--- config.mk ---
export PLATFORM = sky130hd
export DESIGN_NAME = cruise_sequencer
export DESIGN_NICKNAME = d
export VERILOG_FILES = /design/src/rtl/cruise_sequencer.sv
export SDC_FILE = /design/constraint.sdc
export NUM_CORES = 1
export LEC_CHECK = 0
export ABC_AREA = 1
export CORE_ASPECT_RATIO = 0.6
export CORE_MARGIN = 2
export CORE_UTILIZATION = 50
export CTS_CLUSTER_SIZE = 30
export DETAILED_ROUTE_END_ITERATION = 10
export MAX_ROUTING_LAYER = met4
export PLACE_DENSITY_LB_ADDON = 0.15
export SKIP_LAST_GASP = 1
export SYNTH_ARGS = -nofsm -noshare
export SYNTH_HDL_FRONTEND = slang
export SYNTH_SLANG_ARGS = --single-unit
--- constraint.sdc ---
create_clock -name clock -period 3 [get_ports clock]
set_input_delay 0.6 -clock clock [delete_from_list [all_inputs] [get_ports clock]]
set_output_delay 0.6 -clock clock [all_outputs]
set_load 0.05 [all_outputs]
--- src/rtl/cruise_sequencer.sv ---
// cruise_sequencer: cruise-control mode sequencer.
// Holds the set speed and tracks engagement. It drives brake and throttle
// requests toward the set speed. All outputs are registered.
// Optional feature macro CRUISE_DROWSY_EN adds the following when defined:
//   - driver alertness monitoring
//   - the DROWSY slowdown ramp
//   - the STOP state
// Without it the block only uses IDLE and CRUISE, and alarm is always 0.
module cruise_sequencer #(
    parameter int unsigned STEP      = 2,
    parameter int unsigned MIN_SET   = 30,
    parameter int unsigned MAX_SET   = 200,
    parameter int unsigned HYST      = 3,
    parameter int unsigned ALERT_MIN = 3,
    parameter int unsigned ALERT_CYC = 8,
    parameter int unsigned RAMP_DIV  = 4
) (
    input  logic       clock,
    input  logic       reset_n,
    input  logic [7:0] vfeli,
    input  logic [1:0] change,
    input  logic       brake_pedal,
    input  logic [2:0] hooshyari,
    output logic [7:0] vout,
    output logic [1:0] state,
    output logic       gt,
    output logic       eq,
    output logic       lt,
    output logic       tormoz,
    output logic [2:0] pashesh,
    output logic       alarm
);

    typedef enum logic [1:0] {
        S_IDLE   = 2'b00,
        S_CRUISE = 2'b01,
        S_DROWSY = 2'b10,
        S_STOP   = 2'b11
    } state_t;

    state_t     st_q, st_n;
    logic [7:0] vout_n;
    logic       gt_n, eq_n, lt_n, tormoz_n, alarm_n;
    logic [2:0] pashesh_n;

    // Set-speed increment that saturates at the top of the settable range.
    function automatic logic [7:0] step_up(input logic [7:0] v);
        logic [8:0] s;
        s = {1'b0, v} + 9'(STEP);
        return (s > 9'(MAX_SET)) ? 8'(MAX_SET) : s[7:0];
    endfunction

    // Set-speed decrement clamped at a caller-chosen floor.
    function automatic logic [7:0] step_down(input logic [7:0] v, input logic [7:0] floor_v);
        logic [8:0] lim;
        lim = {1'b0, floor_v} + 9'(STEP);
        return ({1'b0, v} < lim) ? floor_v : (v - 8'(STEP));
    endfunction

    function automatic logic in_range(input logic [7:0] v);
        return (v >= 8'(MIN_SET)) && (v <= 8'(MAX_SET));
    endfunction

    // Half the speed deficit, saturated to the 3-bit throttle range.
    function automatic logic [2:0] throttle(input logic [7:0] meas, input logic [7:0] set_v);
        logic [7:0] half;
        half = (set_v - meas) >> 1;
        if (meas >= set_v) return 3'd0;
        return (half > 8'd7) ? 3'd7 : half[2:0];
    endfunction

    // Overspeed compare done at 9 bits so set_v + HYST never wraps.
    function automatic logic overspeed(input logic [7:0] meas, input logic [7:0] set_v);
        return {1'b0, meas} > ({1'b0, set_v} + 9'(HYST));
    endfunction

`ifdef CRUISE_DROWSY_EN
    localparam int unsigned CW = $clog2(ALERT_CYC + 1);
    localparam int unsigned RW = $clog2(RAMP_DIV + 1);

    // acnt counts low-alert cycles in CRUISE and alert cycles in DROWSY.
    logic [CW-1:0] acnt_q, acnt_n, acnt_inc, acnt_sat;
    logic [RW-1:0] rcnt_q, rcnt_n, rcnt_inc;
    logic          low_alert, ramp_tick;

    assign low_alert = hooshyari < 3'(ALERT_MIN);
    assign acnt_inc  = acnt_q + CW'(1);
    assign acnt_sat  = (acnt_q == CW'(ALERT_CYC)) ? acnt_q : acnt_inc;
    assign rcnt_inc  = rcnt_q + RW'(1);
    assign ramp_tick = (rcnt_inc == RW'(RAMP_DIV));
`else
    logic unused_alert;
    assign unused_alert = ^{hooshyari, 32'(ALERT_MIN), 32'(ALERT_CYC), 32'(RAMP_DIV)};
`endif

    assign state = st_q;

    // Next state, next set speed and counter updates; brake > alertness > lever.
    always_comb begin
        st_n   = st_q;
        vout_n = vout;
`ifdef CRUISE_DROWSY_EN
        acnt_n = acnt_q;
        rcnt_n = rcnt_q;
`endif
        case (st_q)
            S_IDLE: begin
`ifdef CRUISE_DROWSY_EN
                acnt_n = '0;
`endif
                if (!brake_pedal && change == 2'b01 && in_range(vfeli)) begin
                    vout_n = vfeli;
                    st_n   = S_CRUISE;
                end
            end
            S_CRUISE: begin
                if (brake_pedal) begin
                    st_n = S_IDLE;
`ifdef CRUISE_DROWSY_EN
                    acnt_n = '0;
                end else if (low_alert && acnt_inc == CW'(ALERT_CYC)) begin
                    st_n   = S_DROWSY;
                    acnt_n = '0;
                    rcnt_n = '0;
`endif
                end else begin
`ifdef CRUISE_DROWSY_EN
                    acnt_n = low_alert ? acnt_inc : '0;
`endif
                    case (change)
                        2'b01:   if (in_range(vfeli)) vout_n = vfeli;
                        2'b10:   vout_n = step_up(vout);
                        2'b11:   vout_n = step_down(vout, 8'(MIN_SET));
                        default: vout_n = vout;
                    endcase
                end
            end
`ifdef CRUISE_DROWSY_EN
            S_DROWSY: begin
                if (brake_pedal) begin
                    st_n   = S_IDLE;
                    acnt_n = '0;
                end else begin
                    acnt_n = low_alert ? '0 : acnt_sat;
                    rcnt_n = ramp_tick ? '0 : rcnt_inc;
                    if (vfeli == 8'd0 && vout == 8'd0) begin
                        st_n = S_STOP;
                    end else if (acnt_n == CW'(ALERT_CYC) && vout >= 8'(MIN_SET)) begin
                        st_n   = S_CRUISE;
                        acnt_n = '0;
                    end else if (ramp_tick) begin
                        vout_n = step_down(vout, 8'd0);
                    end
                end
            end
            S_STOP: begin
                if (brake_pedal && !low_alert) st_n = S_IDLE;
            end
`endif
            default: st_n = S_IDLE;
        endcase
    end

    // Output values for the upcoming cycle, judged against the next set speed.
    always_comb begin
        gt_n      = vfeli > vout_n;
        eq_n      = vfeli == vout_n;
        lt_n      = vfeli < vout_n;
        tormoz_n  = 1'b0;
        pashesh_n = 3'd0;
        alarm_n   = 1'b0;
        case (st_n)
            S_CRUISE: begin
                tormoz_n  = overspeed(vfeli, vout_n);
                pashesh_n = throttle(vfeli, vout_n);
            end
`ifdef CRUISE_DROWSY_EN
            S_DROWSY: begin
                tormoz_n  = overspeed(vfeli, vout_n);
                pashesh_n = throttle(vfeli, vout_n);
                alarm_n   = 1'b1;
            end
            S_STOP: begin
                tormoz_n = 1'b1;
                alarm_n  = 1'b1;
            end
`endif
            default: begin
                tormoz_n  = 1'b0;
                pashesh_n = 3'd0;
            end
        endcase
    end

    // State, set speed, counters and registered outputs.
    always_ff @(posedge clock or negedge reset_n) begin
        if (!reset_n) begin
            st_q    <= S_IDLE;
            vout    <= 8'd0;
            gt      <= 1'b0;
            eq      <= 1'b1;
            lt      <= 1'b0;
            tormoz  <= 1'b0;
            pashesh <= 3'd0;
            alarm   <= 1'b0;
`ifdef CRUISE_DROWSY_EN
            acnt_q  <= '0;
            rcnt_q  <= '0;
`endif
        end else begin
            st_q    <= st_n;
            vout    <= vout_n;
            gt      <= gt_n;
            eq      <= eq_n;
            lt      <= lt_n;
            tormoz  <= tormoz_n;
            pashesh <= pashesh_n;
            alarm   <= alarm_n;
`ifdef CRUISE_DROWSY_EN
            acnt_q  <= acnt_n;
            rcnt_q  <= rcnt_n;
`endif
        end
    end

endmodule

==> summary.txt <==
Register area: 440 um^2
Clock Latency Late Sink: 0.27 ns
Worst Max-Slew Pin Slew: 0.967 ns
Fmax: 261 MHz
CTS max path bufs: 2
Syn Area/Cell: 6.67 um^2
Max cap viols: 0
Crit path DAT: 3.99 ns
TritonRoute pass-1 iters: 9
Cell family with most CP delay: simple AND/OR/NAND/NOR gates
# diodes: 0
Max transition margin: 0.354
Critical Path Most Common Cell: nand2_2
Failing checks: setup timing
Most frequent cells in the layout: buf_4 (136), nand2_1 (80), inv_1 (42)
Area of the multi-input gates: 0.00195 mm^2
Routed Antenna Nets: 0
Die Y: 57.1 um
I/O pin cnt: 34
Worst vdd ir: 0.468 mV
Layout area overhead: 73.6%
IO buf count: 29
Drt drc: 0
Power Total: 2.56 mW
CTS clk-pin slew, worst paths: 0.08 ns
Vias in the first global route: 3218
Core ar.: 0.00454 mm^2
Num CTS Buffers: 3
Worst Path Buf+Inv: 5
Gate Count Post-Synth: 353
First-pass GRT wire length: 16.1 mm
Overflow after GRT: 0
Post-layout utilization of the core: 0.900
DR vias: 3742
Max FO, Critical Path: 5
Non-Filler Instances: 588
Die area: 0.00529 mm^2
Hold Path Class: primary input to asynchronous set/reset pin
Max Slew Vio Count: 0
CP Launch Type: flop
GP Congestion: 0.981
Nets: 562
WL/cell: 21.1 um
Req. time, crit path: 3.16 ns
Crit path max-delay cell type: dfrtp_4
Syn. warnings: 0
Post-DP HPWL: 7.18 mm
Share of layout cells above drive strength 1: 0.486
Power density cells: 626 mW/mm^2
Final hold vios: 0
Sequential area share after synthesis: 0.181
Via density: 6.36
P_leak: 2.11 nW
Setup violators final: 7
Htree depth: 1
# fillers: 192
Crit. End Element: flop
Sink Count: 17
Yosys cell types: 41
Antenna violations before repair: 0
Worst Setup Path Type: flop to flop
RSZ-0062 raised after global routing: true
Fin crit period: 3.83 ns
Initial Util: 0.518
Placed Cells: 548
Min Hold Slack: 0.861 ns
Initial DRC Count: 654
TritonCTS clock tree: done
Setup TNS Final: -3.80 ns
Die X-Extent: 92.6 um
Status: finished, violations left
Clk root buf: clkbuf_8
Cell area after synthesis: 0.00235 mm^2
Largest net degree at the start of global routing: 18
Final WL: 12.4 mm
Largest stage delay, worst path: 0.55 ns
Seq cells post-synth: 17
Worst Skew: 0.00272 ns
Tcrit/Tclk final: 1.28
Worst setup margin: -0.825 ns
Leading cell type in the layout, fill and taps excluded: buf_4
Total track usage: 0.413
Row Count: 19
## path summary, 6_finish.rpt
check	startpoint	to	slack, ns	cells past startpoint
min reg2reg	state[0]	state[0]	0.88	2
max reg2reg	vout[1]	pashesh[1]	-0.83	28
max	vout[1]	pashesh[1]	-0.83	28
max in group asynchronous	reset_n	vout[2]	1.44	1
min	reset_n	gt	0.86	1
min in group clock	state[0]	state[0]	0.88	2
## flip-flops by register name, indices dropped and copies added (netlist names)
signal,cells
pashesh,3
eq,1
lt,1
vout,8
tormoz,1
gt,1
state,2
## layer usage
layer	track usage	up-vias	wire length [um]
li1	-	1502	-
met2	0.629	411	4960
met3	0.0806	168	1850
met1	0.550	1661	4420
met5	-	-	0
met4	0.154	0	1180
## cell usage after synthesis
cell type / instances / share of area
nand2_1: 93 / 0.15
inv_1: 51 / 0.081
nand3_1: 30 / 0.064
nor2_1: 25 / 0.040
ha_1: 19 / 0.10
a21oi_1: 18 / 0.038
dfrtp_1: 16 / 0.17
o21ai_0: 15 / 0.032
nand2_2: 11 / 0.029
nand4_1: 9 / 0.024
xor2_1: 8 / 0.030
nand3_2: 6 / 0.026
inv_2: 5 / 0.0080
nor2_2: 4 / 0.011
nor2_4: 4 / 0.019
o211ai_1: 4 / 0.013
nand3b_1: 3 / 0.0096
o21ai_1: 3 / 0.0064
a21oi_2: 2 / 0.0074
a21oi_4: 2 / 0.014
buf_4: 2 / 0.0064
nand2_4: 2 / 0.0096
nor2_8: 2 / 0.017
xnor2_1: 2 / 0.0074
a21o_1: 1 / 0.0032
a221o_1: 1 / 0.0043
a2bb2oi_1: 1 / 0.0037
and2_1: 1 / 0.0027
buf_6: 1 / 0.0048
bufbuf_16: 1 / 0.014
conb_1: 1 / 0.0016
dfstp_2: 1 / 0.011
fa_1: 1 / 0.0085
nand4_4: 1 / 0.0090
nor3_1: 1 / 0.0021
nor3_2: 1 / 0.0043
o21ai_2: 1 / 0.0037
o21bai_2: 1 / 0.0048
o221a_2: 1 / 0.0048
o311ai_0: 1 / 0.0037
or2_2: 1 / 0.0027
## kinds of logic after synthesis
| group | count (synthesis) | share of synthesized area |
|---|---|---|
| simple gates | 194 | 0.417 |
| buf+inv | 60 | 0.114 |
| compound gates | 51 | 0.139 |
| fa+ha+maj | 20 | 0.110 |
| flops | 17 | 0.181 |
| xor+xnor | 10 | 0.0372 |
| other cells | 1 | 0.00159 |
## cell type report
class,count,area share
timing repair buffer,171,0.333
multi-input combinational,277,0.476
clock buffer,4,0.0110
tap,63,0.0193
inverter,56,0.0527
sequential,17,0.108
## per-stage QoR
stage | cell area (um^2) | setup slack, ns
3_3_place_gp | 3580 | -0.892
6_report | 4090 | -0.825
4_1_cts | 3910 | -0.405
3_5_place_dp | 3580 | -1.02
5_1_grt | 4090 | -1.09
2_1_floorplan | 2460 | -0.0874
## where the power goes
part           switching [mW]  internal, mW
combinational            1.12         0.902
sequential             0.0720         0.272
clock                   0.101        0.0950
## worst reg2reg max path, delay by kind of cell, from the launching register on
kind | cells | cell delay, ns
AOI/OAI and AO/OA | 3 | 0.53
adders and majority gates | 2 | 0.43
buffers and inverters | 5 | 0.52
DFF | 1 | 0.55
and+or+nand+nor | 18 | 1.67
## repair_timing
item                       CTS  global route
gates resized for setup     43            41
pin swaps                   34            27
hold endpoints to repair     0             0
setup endpoints to repair    7             7
buffers inserted            26            10
hold buffers                 0             0
Note: power is estimated with default switching activity, not from simulation.
